--- config.mk ---
export PLATFORM = sky130hd
export DESIGN_NAME = fetch_unit
export DESIGN_NICKNAME = d
export VERILOG_FILES = /design/src/rtl/fetch_pkg.sv /design/src/rtl/fetch_unit_if_id_reg.sv /design/src/rtl/fetch_unit.sv
export SDC_FILE = /design/constraint.sdc
export NUM_CORES = 1
export LEC_CHECK = 0
export ABC_AREA = 1
export CORE_MARGIN = 3
export CORE_UTILIZATION = 60
export CTS_BUF_LIST = sky130_fd_sc_hd__clkbuf_4
export DETAILED_ROUTE_END_ITERATION = 12
export DONT_BUFFER_PORTS = 1
export HOLD_SLACK_MARGIN = 0.06
export PLACE_DENSITY = 0.74
export SYNTH_ARGS = -nofsm -noshare
export SYNTH_HDL_FRONTEND = slang
export SYNTH_SLANG_ARGS = --single-unit
--- constraint.sdc ---
create_clock -name clk -period 1.5 [get_ports clk]
set_clock_uncertainty 0.05 [all_clocks]
set_input_delay 0.3 -clock clk [delete_from_list [all_inputs] [get_ports clk]]
set_output_delay 0.3 -clock clk [all_outputs]
set_load 0.05 [all_outputs]
--- src/rtl/fetch_pkg.sv ---
// fetch_pkg: shared types and constants for the instruction-fetch stage.
//   fetch_state_e : fetch sequencer states (BOOT, RUN, FAULT)
//   NOP_INSTR     : encoding shown on the IF/ID bus when it holds nothing valid
//   PC_STEP       : byte increment between sequential fetches
//   if_id_t       : IF/ID payload, also consumed by decode
package fetch_pkg;

    typedef enum logic [1:0] {
        BOOT  = 2'd0,
        RUN   = 2'd1,
        FAULT = 2'd2
    } fetch_state_e;

    localparam logic [31:0] NOP_INSTR = 32'h0000_0013;
    localparam int          PC_STEP   = 4;

    typedef struct packed {
        logic [31:0] instr;
        logic [31:0] pc;
        logic [31:0] pc_plus4;
    } if_id_t;

endpackage

--- src/rtl/fetch_unit_if_id_reg.sv ---
// if_id_reg: IF/ID pipeline register with valid/ready output handshake.
//   clk, rst_n          : clock, asynchronous active-low reset
//   kill                : drop the held entry (highest priority after reset)
//   load                : capture instr/pc/pc_plus4 and mark valid
//   ready               : downstream accepts the held entry this cycle
//   instr/pc/pc_plus4   : payload to capture
//   valid               : register holds a live instruction
//   q_instr/q_pc/q_pc4  : held payload; q_instr reads as NOP whenever !valid
module if_id_reg
    import fetch_pkg::*;
#(
    parameter int WIDTH = 32
) (
    input  logic             clk,
    input  logic             rst_n,
    input  logic             kill,
    input  logic             load,
    input  logic             ready,
    input  logic [WIDTH-1:0] instr,
    input  logic [WIDTH-1:0] pc,
    input  logic [WIDTH-1:0] pc_plus4,
    output logic             valid,
    output logic [WIDTH-1:0] q_instr,
    output logic [WIDTH-1:0] q_pc,
    output logic [WIDTH-1:0] q_pc4
);

    logic [WIDTH-1:0] instr_q;

    always_ff @(posedge clk or negedge rst_n) begin
        if (!rst_n) begin
            valid   <= 1'b0;
            instr_q <= WIDTH'(NOP_INSTR);
            q_pc    <= '0;
            q_pc4   <= '0;
        end else if (kill) begin
            valid <= 1'b0;
        end else if (load) begin
            valid   <= 1'b1;
            instr_q <= instr;
            q_pc    <= pc;
            q_pc4   <= pc_plus4;
        end else if (ready) begin
            // Entry consumed with nothing new behind it.
            valid <= 1'b0;
        end
    end

    // The NOP fill is applied on the output so an asynchronous reset or a
    // kill shows a NOP immediately, without rewriting the payload.
    assign q_instr = valid ? instr_q : WIDTH'(NOP_INSTR);

endmodule

--- src/rtl/fetch_unit.sv ---
// fetch_unit: instruction-fetch stage. Owns the PC, addresses a
// combinational-read instruction memory and forwards each fetched word
// with its PC to decode through the IF/ID register.
//   clk, rst_n        : clock, asynchronous active-low reset
//   imem_addr_o       : word index sent to memory (pc_q[WIDTH-1:2])
//   imem_instr_i      : instruction for imem_addr_o, same cycle
//   redirect_valid_i  : redirect from execute; redirect_pc_i is the target
//   id_valid_o/id_ready_i : IF/ID handshake
//   id_instr_o, id_pc_o, id_pc_plus4_o : IF/ID payload
//   fault_o, fault_pc_o   : misaligned redirect fault and its target
//   dbg_state_o       : current sequencer state
//
// Handshake: an IF/ID entry transfers on a cycle where id_valid_o and
// id_ready_i are both high at the rising edge; while id_valid_o is high and
// id_ready_i low the entry and the PC stay frozen. A redirect in the same
// cycle kills the entry, so decode must ignore a coincident handshake.
module fetch_unit
    import fetch_pkg::*;
#(
    parameter int               WIDTH    = 32,
    parameter logic [WIDTH-1:0] RESET_PC = '0
) (
    input  logic             clk,
    input  logic             rst_n,
    output logic [WIDTH-3:0] imem_addr_o,
    input  logic [WIDTH-1:0] imem_instr_i,
    input  logic             redirect_valid_i,
    input  logic [WIDTH-1:0] redirect_pc_i,
    output logic             id_valid_o,
    input  logic             id_ready_i,
    output logic [WIDTH-1:0] id_instr_o,
    output logic [WIDTH-1:0] id_pc_o,
    output logic [WIDTH-1:0] id_pc_plus4_o,
    output logic             fault_o,
    output logic [WIDTH-1:0] fault_pc_o,
    output fetch_state_e     dbg_state_o
);

    fetch_state_e     state_q, state_d;
    logic [WIDTH-1:0] pc_q, pc_d;
    logic [WIDTH-1:0] pc_next_seq;
    logic             fault_d;
    logic [WIDTH-1:0] fault_pc_d;
    logic             fire;
    logic             misaligned;

    assign pc_next_seq = pc_q + WIDTH'(PC_STEP);
    assign misaligned  = |redirect_pc_i[1:0];
    assign imem_addr_o = pc_q[WIDTH-1:2];
    assign dbg_state_o = state_q;

    // Fetch only in RUN, never alongside a redirect, and only when the
    // IF/ID slot is empty or being drained this cycle.
    assign fire = (state_q == RUN) && !redirect_valid_i &&
                  (!id_valid_o || id_ready_i);

    always_ff @(posedge clk or negedge rst_n) begin
        if (!rst_n) begin
            state_q    <= BOOT;
            pc_q       <= RESET_PC;
            fault_o    <= 1'b0;
            fault_pc_o <= '0;
        end else begin
            state_q    <= state_d;
            pc_q       <= pc_d;
            fault_o    <= fault_d;
            fault_pc_o <= fault_pc_d;
        end
    end

    always_comb begin
        state_d    = state_q;
        pc_d       = pc_q;
        fault_d    = fault_o;
        fault_pc_d = fault_pc_o;

        if (redirect_valid_i) begin
            pc_d = redirect_pc_i;
            if (misaligned) begin
                state_d    = FAULT;
                fault_d    = 1'b1;
                fault_pc_d = redirect_pc_i;
            end else begin
                state_d = RUN;
                fault_d = 1'b0;
            end
        end else begin
            if (state_q == BOOT) begin
                state_d = RUN;
            end
            if (fire) begin
                pc_d = pc_next_seq;
            end
        end
    end

    if_id_reg #(
        .WIDTH(WIDTH)
    ) u_if_id (
        .clk     (clk),
        .rst_n   (rst_n),
        .kill    (redirect_valid_i),
        .load    (fire),
        .ready   (id_ready_i),
        .instr   (imem_instr_i),
        .pc      (pc_q),
        .pc_plus4(pc_next_seq),
        .valid   (id_valid_o),
        .q_instr (id_instr_o),
        .q_pc    (id_pc_o),
        .q_pc4   (id_pc_plus4_o)
    );

endmodule

Yosys cells after proc, flatten, opt, wreduce, memory -nomap -nowiden:

Cells that the tools add are included.

* register bits after elaboration: 164
* word-level logic and storage cells: 33
* output and inout port bits: 162
* input port bits: 68

* equality and inequality tests: 1
* reduce and logical (&&, ||, !) cells: 12
* bitwise gates (word level): 1
* mux-type cells: 10
* $add $sub $neg: 1

Operators with widths (count)
* $mux 32: 3
* $add 32x3->32 const B: 1
* $mux 2: 3
* $mux 1: 4
* $reduce_and 2->1: 2
* $reduce_bool 2->1: 2
* $reduce_bool 3->1: 1
* $eq 2x1->1 const B: 1
* $logic_and 1x1->1: 2
* $logic_not 1->1: 2
* $logic_not 2->1: 1
* $reduce_or 2->1: 1
* $logic_or 1x1->1: 1
* $not 1->1: 1

Logic depth before layout (Yosys ltp):

* depth in word-level cells: 5
* mapped depth: 9
* mapped depth without buffers: 9

Hierarchy:

A second synthesis with hierarchy kept.

* cell total of the unflattened synthesis: 1023
* area, all modules: 7890.1 um^2

Modules (own cells, without submodules)
* if_id_reg: instances 1, area an instance 4103.9 um^2, cells an instance 489
* fetch_unit: instances 1, area an instance 3786.1 um^2, cells an instance 534

Worst setup path before layout:

Ideal clock, no wire load.

* path kind: register to output
* start point: register u_if_id.valid
* end point: output port id_instr_o[24]
* data arrival time: 1.499 ns
* stages on the path, launching flop included: 5
* path slack: -0.349 ns
* path buffers: 2
* path through: dfrtp_1 -> buf_2 -> clkbuf_1 -> nand2_1 -> inv_1

* word-level cells in the longest chain between the ends: 1

RTL lines
* start: declaration: RTL line fetch_unit_if_id_reg.sv:22 `output logic valid,`
* start signal: assignment: RTL line fetch_unit_if_id_reg.sv:32 `valid <= 1'b0;`
* start signal: assignment: RTL line fetch_unit_if_id_reg.sv:37 `valid <= 1'b0;`
* start signal: assignment: RTL line fetch_unit_if_id_reg.sv:39 `valid <= 1'b1;`
* $mux 32: RTL line fetch_unit_if_id_reg.sv:51 `assign q_instr = valid ? instr_q : WIDTH'(NOP_INSTR);`
* end: declaration: RTL line fetch_unit.sv:31 `output logic [WIDTH-1:0] id_instr_o,`

No other way between the ends.

Final worst setup path:

* start point: register u_if_id.valid
* end point: output port id_instr_o[29]

The elaborated chain is that of the path after synthesis.

==> qor.yml <==
status:
  run_status: "complete, but fails checks"
  failed_checks: "hold timing, setup timing"
sta:
  holdWs_ns: -0.631
  maxSlewViolCount: 0
  setup_viol: 107
  relSlewSlack: 0.719
  tightest_slew_ns: 0.421
  fmax_mhz: 520
  layout_min_cycle_time_ns: 1.92
  final_hold_viol_count: 162
  worst_slack_ns: -0.423
  rsz0062_at_grt: "true"
  layout_worst_path_cycle_share: 1.28
floorplanning:
  initial_core_util: 0.623
  dieArea_sq_mm: 0.0134
  die_y_um: 116
  core_sq_mm: 0.0116
  pin_count: 230
  rows: 39
  die_w_um: 116
synthesis:
  yosysMostFrequentCell: "nand2_1"
  synth_warnings: 0
  async_reset_ff_frac: 1.00
  yosysTopAreaCellShare: 0.550
  synth_seq_cells: 162
  synth_edf_count: 0
  syn_inst: 906
  synth_area_leaders: "dfrtp_1, nand2_1, inv_1"
  synth_cell_types: 29
  synth_area_sq_mm: 0.00724
  yosysSeqAreaShare: 0.560
  synth_nets: 975
  yosysTopAreaCell: "dfrtp_1"
  avgSynthCellArea_sq_um: 7.99
  synth_ff_type: "dfrtp_1"
  synthTopCellsByCount: "nand2_1, dfrtp_1, inv_1"
power:
  p_leak_nw: 4.81
  finalPower_mw: 14.8
  peakVddDrop_mv: 1.56
  powerDensity_mw_per_mm2: 1460
finish:
  layout.nets: 1131
  syn2layout_area_growth_pct: 40.1
  finalInstanceArea_sq_mm: 0.0101
  drive_gt1_frac: 0.404
global_routing:
  antenna_found_initial: 0
  grt_max_degree: 163
  grt_overflow: 0
  grt_pass1_vias: 6890
  grt_pass1_wl_um: 35200
  grt_util_all_layers: 0.341
clock_network:
  cts_tree: "built"
  cts_buffers: 17
  root_buffer: "clkbuf_4"
  htreeDepth: 4
  clock_latency_ns: 0.56
  cts_buffer_depth: 2
  cts_sinks: 162
  cts.clk_slew.worst_paths_ns: 0.12
  hold_buffers: 66
worst_setup_path:
  crit_end: "id_instr_o[29]"
  critPathLaunch: "u_if_id.valid"
  r2r_end: "u_if_id.q_pc4[28]"
  rr_worst_depth: 9
  worstPathArrival_ns: 1.57
  reg2reg_setup_slack_ns: -0.28
  rr_startpoint: "pc_q[2]"
  worstSetupStartpointType: "register"
  crit_type: "reg -> out"
  cp-end-kind: "output port"
  crit_fanout: 34
  cp_data_required_time_ns: 1.15
placed_design:
  portBuffers: 0
  dp_hpwl_um: 14000
  place.gp.congestion: 0.928
  place_area_sq_mm: 0.00798
route:
  firstDrtPassIters: 6
  final_antenna_net_count: 0
  drc: 0
  vias_per_cell: 5.89
  wl_per_cell_um: 20.3
  via_count: 7175
  drt_iter0_drc: 844
  wl_um: 24700
run:
  max_cap_violations: 0
hold_path:
  worstHoldPathType: "in -> async"
-- report_power, final --
part           internal (mW)  total (mW)  switching, mW
registers               5.47        8.53           3.06
logic                   1.27        3.42           2.15
clock network           1.33        2.83           1.50
total                   8.07        14.8           6.71
-- logic make-up after synthesis --
| kind of cell | count (synthesis) | share of synthesized area |
|---|---|---|
| simple gates | 545 | 0.305 |
| flops | 162 | 0.560 |
| buf+inv | 130 | 0.0790 |
| compound gates | 64 | 0.0491 |
| xor+xnor | 4 | 0.00484 |
| fa+ha+maj | 1 | 0.00173 |
-- routing by layer --
metal | share of wire | GRT usage | vias up
li1 | - | - | 3090
met1 | 0.34 | 0.397 | 3428
met2 | 0.50 | 0.586 | 525
met3 | 0.11 | 0.103 | 132
met4 | 0.051 | 0.148 | 0
met5 | 0 | 0 | -
-- state kept, by name, indices dropped and copies added, names as in the netlist --
| register | flops |
|---|---|
| dbg_state_o | 2 |
| pc_q | 32 |
| u_if_id.q_pc4 | 30 |
| u_if_id.q_pc | 32 |
| fault_o | 1 |
| fault_pc_o | 32 |
| u_if_id.instr_q | 32 |
| u_if_id.valid | 1 |
-- timing repair --
action / CTS / global route
setup endpoints to repair: 236 / 260
gates resized for setup: 164 / 114
setup buffers: 33 / 12
cloned: 1 / 1
hold endpoints to repair: 262 / 162
pin swaps: 20 / 47
-- cell type report --
class	instances	area [sq um]
flip-flops and latches	162	4210
multi-input cells	614	3150
repair buffers	174	1840
fillers	564	1470
inverters	93	458
well taps	143	179
clock inverters	13	166
clock buffers	19	143
diodes	1	2.50
-- critical path, stage by stage, from the launching register on --
cell and delay [ns]:
dfrtp_2 0.45, buf_12 0.19, nand2_2 0.11, clkinvlp_4 0.25
-- placed cells by master (no fill, tap or decap), drive strengths merged --
cell type / n
nand2: 447
inv: 66
nand3: 53
a31oi: 1
clkbuf: 21
and2: 2
clkinvlp: 28
o21ai: 42
o22ai: 12
dlygate4sd3: 65
bufbuf: 1
xnor2: 3
o221ai: 1
or2: 1
dfstp: 3
nor2: 42
diode: 1
a21oi: 2
o21bai: 5
ha: 1
xor2: 1
buf: 106
bufinv: 4
dfrtp: 159
o211ai: 1
clkinv: 8
-- how the worst min path moves through the flow --
stage,slack (ns),end,cells past startpoint
after floorplan,-0.05,dbg_state_o[0],0
final,-0.63,u_if_id.instr_q[16],0
after detailed placement,-0.04,u_if_id.instr_q[18],0
after global placement,-0.04,u_if_id.instr_q[18],0
after global routing,-0.67,u_if_id.q_pc[6],0
after CTS,-0.65,fault_pc_o[29],0
-- metrics by stage --
stage | setup WS (ns) | utilization | cells | TNS [ns]
after global placement | -0.0275 | 0.687 | 1073 | -0.0888
after detailed placement | -0.0895 | 0.687 | 1073 | -1.05
final | -0.423 | 0.873 | 1219 | -18.04
after floorplan | -0.0737 | - | 906 | -1.13
after global routing | -0.494 | 0.873 | 1218 | -25.47
after CTS | -0.417 | 0.828 | 1205 | -54.10
No activity file was read; power rests on OpenSTA's default activity.
